**src/rtl/spi_master_seq.sv**
```systemverilog
// Push-button driven SPI_MASTER traffic sequencer: bursts of patterned frames with
// DIN_LAST framing, inter-burst gap, slave-address rotation and loopback checking.
module spi_master_seq #(
  parameter int DATA_W          = 8,
  parameter int BURST_LEN       = 4,
  parameter int GAP_CYCLES      = 10,
  parameter int SLAVE_COUNT     = 1,
  parameter int ADDR_W          = 1,
  parameter int DEBOUNCE_CYCLES = 240000
) (
  input  logic              clock,
  input  logic              rst,
  input  logic              start_n,
  input  logic [1:0]        mode,
  input  logic [DATA_W-1:0] pattern,
  input  logic              continuous,
  output logic [ADDR_W-1:0] m_addr,
  output logic [DATA_W-1:0] m_din,
  output logic              m_din_last,
  output logic              m_din_vld,
  input  logic              m_ready,
  input  logic [DATA_W-1:0] m_dout,
  input  logic              m_dout_vld,
  output logic              busy,
  output logic [15:0]       frame_count,
  output logic [15:0]       err_count,
  output logic [DATA_W-1:0] last_rx
);

  localparam int K_W   = (BURST_LEN > 1) ? $clog2(BURST_LEN) : 1;
  localparam int G_W   = (GAP_CYCLES > 1) ? $clog2(GAP_CYCLES) : 1;
  localparam int DB_W  = (DEBOUNCE_CYCLES > 1) ? $clog2(DEBOUNCE_CYCLES) : 1;
  localparam int DEPTH = 4;

  localparam logic [K_W-1:0]    K_LAST  = K_W'(BURST_LEN - 1);
  localparam logic [G_W-1:0]    G_LAST  = G_W'(GAP_CYCLES - 1);
  localparam logic [DB_W-1:0]   DB_LAST = DB_W'(DEBOUNCE_CYCLES - 1);
  localparam logic [ADDR_W-1:0] A_LAST  = ADDR_W'(SLAVE_COUNT - 1);

  typedef enum logic [1:0] {IDLE, SEND, DRAIN, GAP} state_t;

  state_t            state;
  logic [K_W-1:0]    k;
  logic [G_W-1:0]    gap_cnt;
  logic [1:0]        run_mode;
  logic              stop_pending;

  logic              sync_a, sync_b, btn, btn_d;
  logic [DB_W-1:0]   db_cnt;
  logic              press;

  logic [DATA_W-1:0] fifo_mem [DEPTH];
  logic [1:0]        wr_ptr, rd_ptr;
  logic [2:0]        fifo_cnt, fifo_cnt_next;
  logic              accept, pop, can_present, mismatch;

  function automatic logic [DATA_W-1:0] start_value(input logic [1:0] md,
                                                    input logic [DATA_W-1:0] pat);
    logic [DATA_W-1:0] v;
    case (md)
      2'b10:   v = (pat == '0) ? DATA_W'(1) : pat;
      2'b11:   v = DATA_W'(1);
      default: v = pat;
    endcase
    return v;
  endfunction

  function automatic logic [DATA_W-1:0] advance(input logic [1:0] md,
                                                input logic [DATA_W-1:0] d);
    logic [DATA_W-1:0] v;
    case (md)
      2'b00:   v = d + DATA_W'(1);
      2'b01:   v = d;
      2'b10:   v = {d[DATA_W-2:0], d[DATA_W-1] ^ d[DATA_W-2]};
      default: v = {d[DATA_W-2:0], d[DATA_W-1]};
    endcase
    return v;
  endfunction

  // The debounced level only follows the synchronised button after it has held
  // its new level for DEBOUNCE_CYCLES samples; a press is its falling edge.
  always_ff @(posedge clock) begin
    if (rst) begin
      sync_a <= 1'b1;
      sync_b <= 1'b1;
      btn    <= 1'b1;
      btn_d  <= 1'b1;
      db_cnt <= '0;
    end else begin
      sync_a <= start_n;
      sync_b <= sync_a;
      btn_d  <= btn;
      if (sync_b != btn) begin
        if (db_cnt == DB_LAST) begin
          btn    <= sync_b;
          db_cnt <= '0;
        end else begin
          db_cnt <= db_cnt + DB_W'(1);
        end
      end else begin
        db_cnt <= '0;
      end
    end
  end

  assign press = btn_d & ~btn;

  always_comb begin
    accept        = m_din_vld & m_ready;
    pop           = m_dout_vld & (fifo_cnt != 3'd0);
    fifo_cnt_next = fifo_cnt + {2'b00, accept} - {2'b00, pop};
    can_present   = (fifo_cnt_next != 3'(DEPTH));
    mismatch      = m_dout_vld & ((fifo_cnt == 3'd0) | (m_dout != fifo_mem[rd_ptr]));
  end

  always_ff @(posedge clock) begin
    if (accept) fifo_mem[wr_ptr] <= m_din;
  end

  always_ff @(posedge clock) begin
    if (rst) begin
      wr_ptr      <= '0;
      rd_ptr      <= '0;
      fifo_cnt    <= '0;
      frame_count <= '0;
      err_count   <= '0;
      last_rx     <= '0;
    end else begin
      fifo_cnt <= fifo_cnt_next;
      if (accept) begin
        wr_ptr      <= wr_ptr + 2'd1;
        frame_count <= frame_count + 16'd1;
      end
      if (pop) rd_ptr <= rd_ptr + 2'd1;
      if (m_dout_vld) last_rx <= m_dout;
      if (mismatch && err_count != 16'hFFFF) err_count <= err_count + 16'd1;
    end
  end

  // Outputs are set for the state being entered so they stay registered; m_din
  // doubles as the data register and only moves on acceptance.
  always_ff @(posedge clock) begin
    if (rst) begin
      state        <= IDLE;
      busy         <= 1'b0;
      m_din_vld    <= 1'b0;
      m_din_last   <= 1'b0;
      m_din        <= '0;
      m_addr       <= '0;
      k            <= '0;
      gap_cnt      <= '0;
      run_mode     <= 2'b00;
      stop_pending <= 1'b0;
    end else begin
      if (press && state != IDLE) stop_pending <= 1'b1;
      case (state)
        IDLE: begin
          if (press) begin
            state      <= SEND;
            busy       <= 1'b1;
            run_mode   <= mode;
            m_din      <= start_value(mode, pattern);
            k          <= '0;
            m_din_vld  <= can_present;
            m_din_last <= (K_LAST == '0);
          end
        end
        SEND: begin
          if (accept) begin
            m_din <= advance(run_mode, m_din);
            if (k == K_LAST) begin
              state      <= DRAIN;
              m_din_vld  <= 1'b0;
              m_din_last <= 1'b0;
            end else begin
              k          <= k + K_W'(1);
              m_din_vld  <= can_present;
              m_din_last <= ((k + K_W'(1)) == K_LAST);
            end
          end else begin
            m_din_vld <= can_present;
          end
        end
        DRAIN: begin
          if (fifo_cnt == 3'd0) begin
            state   <= GAP;
            gap_cnt <= '0;
          end
        end
        GAP: begin
          if (gap_cnt == G_LAST) begin
            m_addr <= (m_addr == A_LAST) ? '0 : m_addr + ADDR_W'(1);
            if (continuous && !stop_pending && !press) begin
              state      <= SEND;
              k          <= '0;
              m_din_vld  <= can_present;
              m_din_last <= (K_LAST == '0);
            end else begin
              state        <= IDLE;
              busy         <= 1'b0;
              stop_pending <= 1'b0;
            end
          end else begin
            gap_cnt <= gap_cnt + G_W'(1);
          end
        end
        default: state <= IDLE;
      endcase
    end
  end

endmodule

```
**config.mk**
```make
export PLATFORM = sky130hd
export DESIGN_NAME = spi_master_seq
export DESIGN_NICKNAME = d
export VERILOG_FILES = /design/src/rtl/spi_master_seq.sv
export SDC_FILE = /design/constraint.sdc
export NUM_CORES = 1
export LEC_CHECK = 0
export CORE_MARGIN = 1
export CORE_UTILIZATION = 57
export CTS_BUF_LIST = sky130_fd_sc_hd__clkbuf_4 sky130_fd_sc_hd__clkbuf_8
export CTS_CLUSTER_DIAMETER = 80
export DETAILED_ROUTE_END_ITERATION = 16
export GPL_TIMING_DRIVEN = 1
export PLACE_DENSITY = 0.8
export SKIP_LAST_GASP = 1
export SLEW_MARGIN = 20
export SYNTH_ARGS = -nofsm -noshare
export SYNTH_HDL_FRONTEND = slang
export SYNTH_SLANG_ARGS = --single-unit
```
**constraint.sdc**
```tcl
create_clock -name clock -period 3.4 [get_ports clock]
set_clock_uncertainty 0.2 [all_clocks]
set_input_delay 0.34 -clock clock [delete_from_list [all_inputs] [get_ports clock]]
set_output_delay 0.34 -clock clock [all_outputs]
set_load 0.05 [all_outputs]
```
==> impl_metrics.tcl <==
set metrics [dict create \
    status "complete, no violations" \
    p_int_mw 2.85 \
    endpoint_kind "flop" \
    drtAntennaViolNets 0 \
    drc 0 \
    slew_violations 0 \
    path_max_fanout 10 \
    setup_viol 0 \
    grt.overflow.total 0 \
    setup_tns_ns 0 \
    synth.area.top_cells "dfxtp_1 32%, edfxtp_1 16%, nor2_1 4.8%, ha_1 4.1%, xor2_1 3.4%" \
    antenna_found_initial 0 \
    yosysUniqueCellTypes 65 \
    yosysWarnings 0 \
    avgRoutedWirePerCell_um 14.6 \
    drt_iter0_drc 206 \
    initial_core_util_pct 59.5 \
    swShare_pct 30.7 \
    cellPowerDensity_nw_per_um2 582 \
    mappedNetlistNets 636 \
    ys_seq_elements 125 \
    die_h_um 103 \
    synth_edf_count 32 \
    ff2ff_path_depth 6 \
    path_buf_inv 0 \
    cts_tree "yes" \
    diodes 0 \
    arrival_ns 3.20 \
    fmax_mhz 327 \
    cp-endpoint "err_count[8]" \
    rrSetupSlack_ns 0.34 \
    pin_count 76 \
    whs_path_depth 2 \
    tightest_slew_ns 0.716 \
    use_met1_pct 30.3 \
    avgSynthCellArea_um2 9.91 \
    ir_drop_mv 0.390 \
    syn2layout_area_growth_pct 20.7 \
    clkPwrFrac_pct 32.3 \
    final_util_pct 71.8 \
    cp_slowest_cell "mux4_1" \
    layout-drive-gt1-share_pct 8.70 \
    path_delay_family "simple AND/OR/NAND/NOR gates" \
    nets 709 \
    synth_top_area_cell "dfxtp_1" \
    met2_usage_pct 38.2 \
    first_global_vias 4172 \
    cts_resized 0 \
    path_depth 6 \
    groute.layer.met3.usage_pct 6.38 \
    power_frac_comb_pct 23.0 \
    final_hold_viol_count 0 \
    grt_pass1_wl_um 19300 \
    crit_chain "mux4_1, xnor2_1, nand4_1, or4_1, and4_1, mux2_4" \
    cts_sinks 125 \
    maxCapViolations 0 \
    worst_setup_path_start_kind "flop" \
    async_flop_share_pct 0 \
    timing.rr.end "err_count[8]" \
    viasPerCell 5.62 \
    track_usage_pct 23.8 \
    grt_max_degree 35 \
    clockBufferDepth 2 \
    core-area_um2 9860 \
    postCtsHoldBufs 0 \
    critPathMaxStageDelay_ns 0.65 \
    rows 36 \
    seqPwrFrac_pct 44.7 \
    vias 4554 \
    cp.required_ns 3.54 \
    cts-buffers-inserted 17 \
    h-tree-depth 4 \
    wirelength_um 11900 \
    p_sw_mw 1.27 \
    period_share_pct 89.9 \
    clock-root-buffer "clkbuf_8" \
    maxSlewHeadroom_pct 52.1 \
    post-cts-setup-buffer-count 0 \
    portBuffers 74 \
    firstDrtPassIters 5 \
    die_w_um 103 \
    clk_pin_slew_ns 0.07 \
    gp_congestion 0.844 \
    dp_hpwl_um 8170 \
    synthCells 592 \
    min_period_ns 3.06 \
    grt_setup_unrepaired "false" \
    path_class "flop to flop" \
    leakagePower_nw 2.50 \
    hold_path_class "input pin to flop" \
    synthesis.area_um2 5870 \
    grt_busiest_layer "met2" \
    clk_latency_ns 0.45 \
    yosys_most_used_dff "dfxtp_1" \
    yosysSeqAreaShare_pct 48.1 \
    synth_top_area_share_pct 31.7 \
    die-area_um2 10700 \
]
layout by cell type, fill, tap and decap left out, drive strengths merged, types with 6 or more instances in the layout:
cell | netlist | layout
a211oi | 6 | 6
a21oi | 32 | 32
and2 | 6 | 6
and3 | 10 | 10
buf | 10 | 9
clkbuf | 18 | 23
clkdlybuf4s50 | 0 | 73
clkinv | 0 | 6
dfxtp | 93 | 93
edfxtp | 32 | 32
ha | 19 | 19
inv | 19 | 19
mux2i | 15 | 15
mux4 | 6 | 6
nand2 | 46 | 46
nand3 | 21 | 21
nand4 | 12 | 12
nor2 | 75 | 75
nor2b | 6 | 6
nor3 | 12 | 12
o21ai | 19 | 19
o31ai | 10 | 10
or3 | 9 | 9
or4 | 12 | 12
xnor2 | 20 | 20
xor2 | 23 | 23
how the worst min path moves through the flow:
stage	start	to	slack, ns
2_1_floorplan	sync_a	sync_b	0.19
3_3_place_gp	sync_a	sync_b	0.20
3_5_place_dp	sync_a	sync_b	0.20
4_1_cts	rst	fifo_cnt[2]	0.19
5_1_grt	rst	last_rx[1]	0.23
6_report	rst	last_rx[1]	0.21
cells in the mapped netlist (3+ instances only):
cell / count
a22oi_1: 5
mux2i_1: 15
o21ai_0: 17
clkbuf_1: 18
and3_1: 10
ha_1: 19
mux4_1: 5
or4_1: 12
a221oi_1: 4
a21oi_1: 32
a211oi_1: 6
nand2_1: 46
nor2b_1: 6
nor4bb_1: 3
dfxtp_1: 93
and2_1: 4
nand2b_1: 5
or2_2: 5
nor2_1: 75
nand3b_1: 3
and4_1: 4
nand3_1: 21
inv_1: 19
or3_1: 8
edfxtp_1: 32
o31ai_1: 10
xnor2_1: 19
nor3_1: 11
xor2_1: 23
buf_6: 5
nand4_1: 12
metal layers:
metal / up-vias / wire length [um]
met5: - / 0
met4: 0 / 212
met3: 23 / 648
met2: 126 / 5660
met1: 2145 / 5350
li1: 2260 / -
kinds of logic (layout without fill, tap and decap cells):
family | after synthesis | count (layout) | synth area share (%)
adder cells (fa/ha/maj) | 20 | 20 | 4.39
AND/OR/NAND/NOR | 239 | 239 | 20.7
AO/OA/AOI/OAI | 92 | 92 | 10.3
multiplexers | 25 | 25 | 6.08
flip-flops | 125 | 125 | 48.1
other | 1 | 1 | 0.0639
buffers and inverters | 47 | 133 | 3.80
XOR/XNOR | 43 | 43 | 6.55
power groups by stage:
stage,sequential [mW],combinational (mW),clock [mW]
2_1_floorplan,1.96,0.595,0
3_3_place_gp,1.86,0.923,0
3_5_place_dp,1.87,0.946,0
4_1_cts,1.84,0.951,1.35
5_1_grt,1.86,1.04,1.40
6_report,1.84,0.948,1.33
registers in the layout, indices dropped and copies added, names as in the netlist, 3 cells and up, named ones only:
signal and flops:
gap_cnt 4, fifo_mem 32, frame_count 16, fifo_cnt 3, m_din 8, last_rx 8
db_cnt 18, err_count 16
layout make-up:
class / count / area [um2]
Timing Repair Buffer: 82 / 796
Tap cell: 133 / 166
Inverter: 19 / 71.3
Fill cell: 705 / 2780
Sequential cell: 125 / 2820
Clock buffer: 23 / 285
Multi-Input combinational cell: 420 / 2820
Clock inverter: 9 / 118
through the flow:
step	hold WS [ns]	area (um2)	instances	power (mW)	worst slack [ns]
finish	0.209	7080	811	4.12	0.343
global route	0.228	7080	811	4.31	0.183
floorplan	0.189	5870	592	2.55	0.187
CTS	0.194	7080	811	4.14	0.305
global placement	0.202	6680	779	2.78	0.391
detailed placement	0.199	6680	779	2.82	0.309
(Power assumes the default switching activity.)
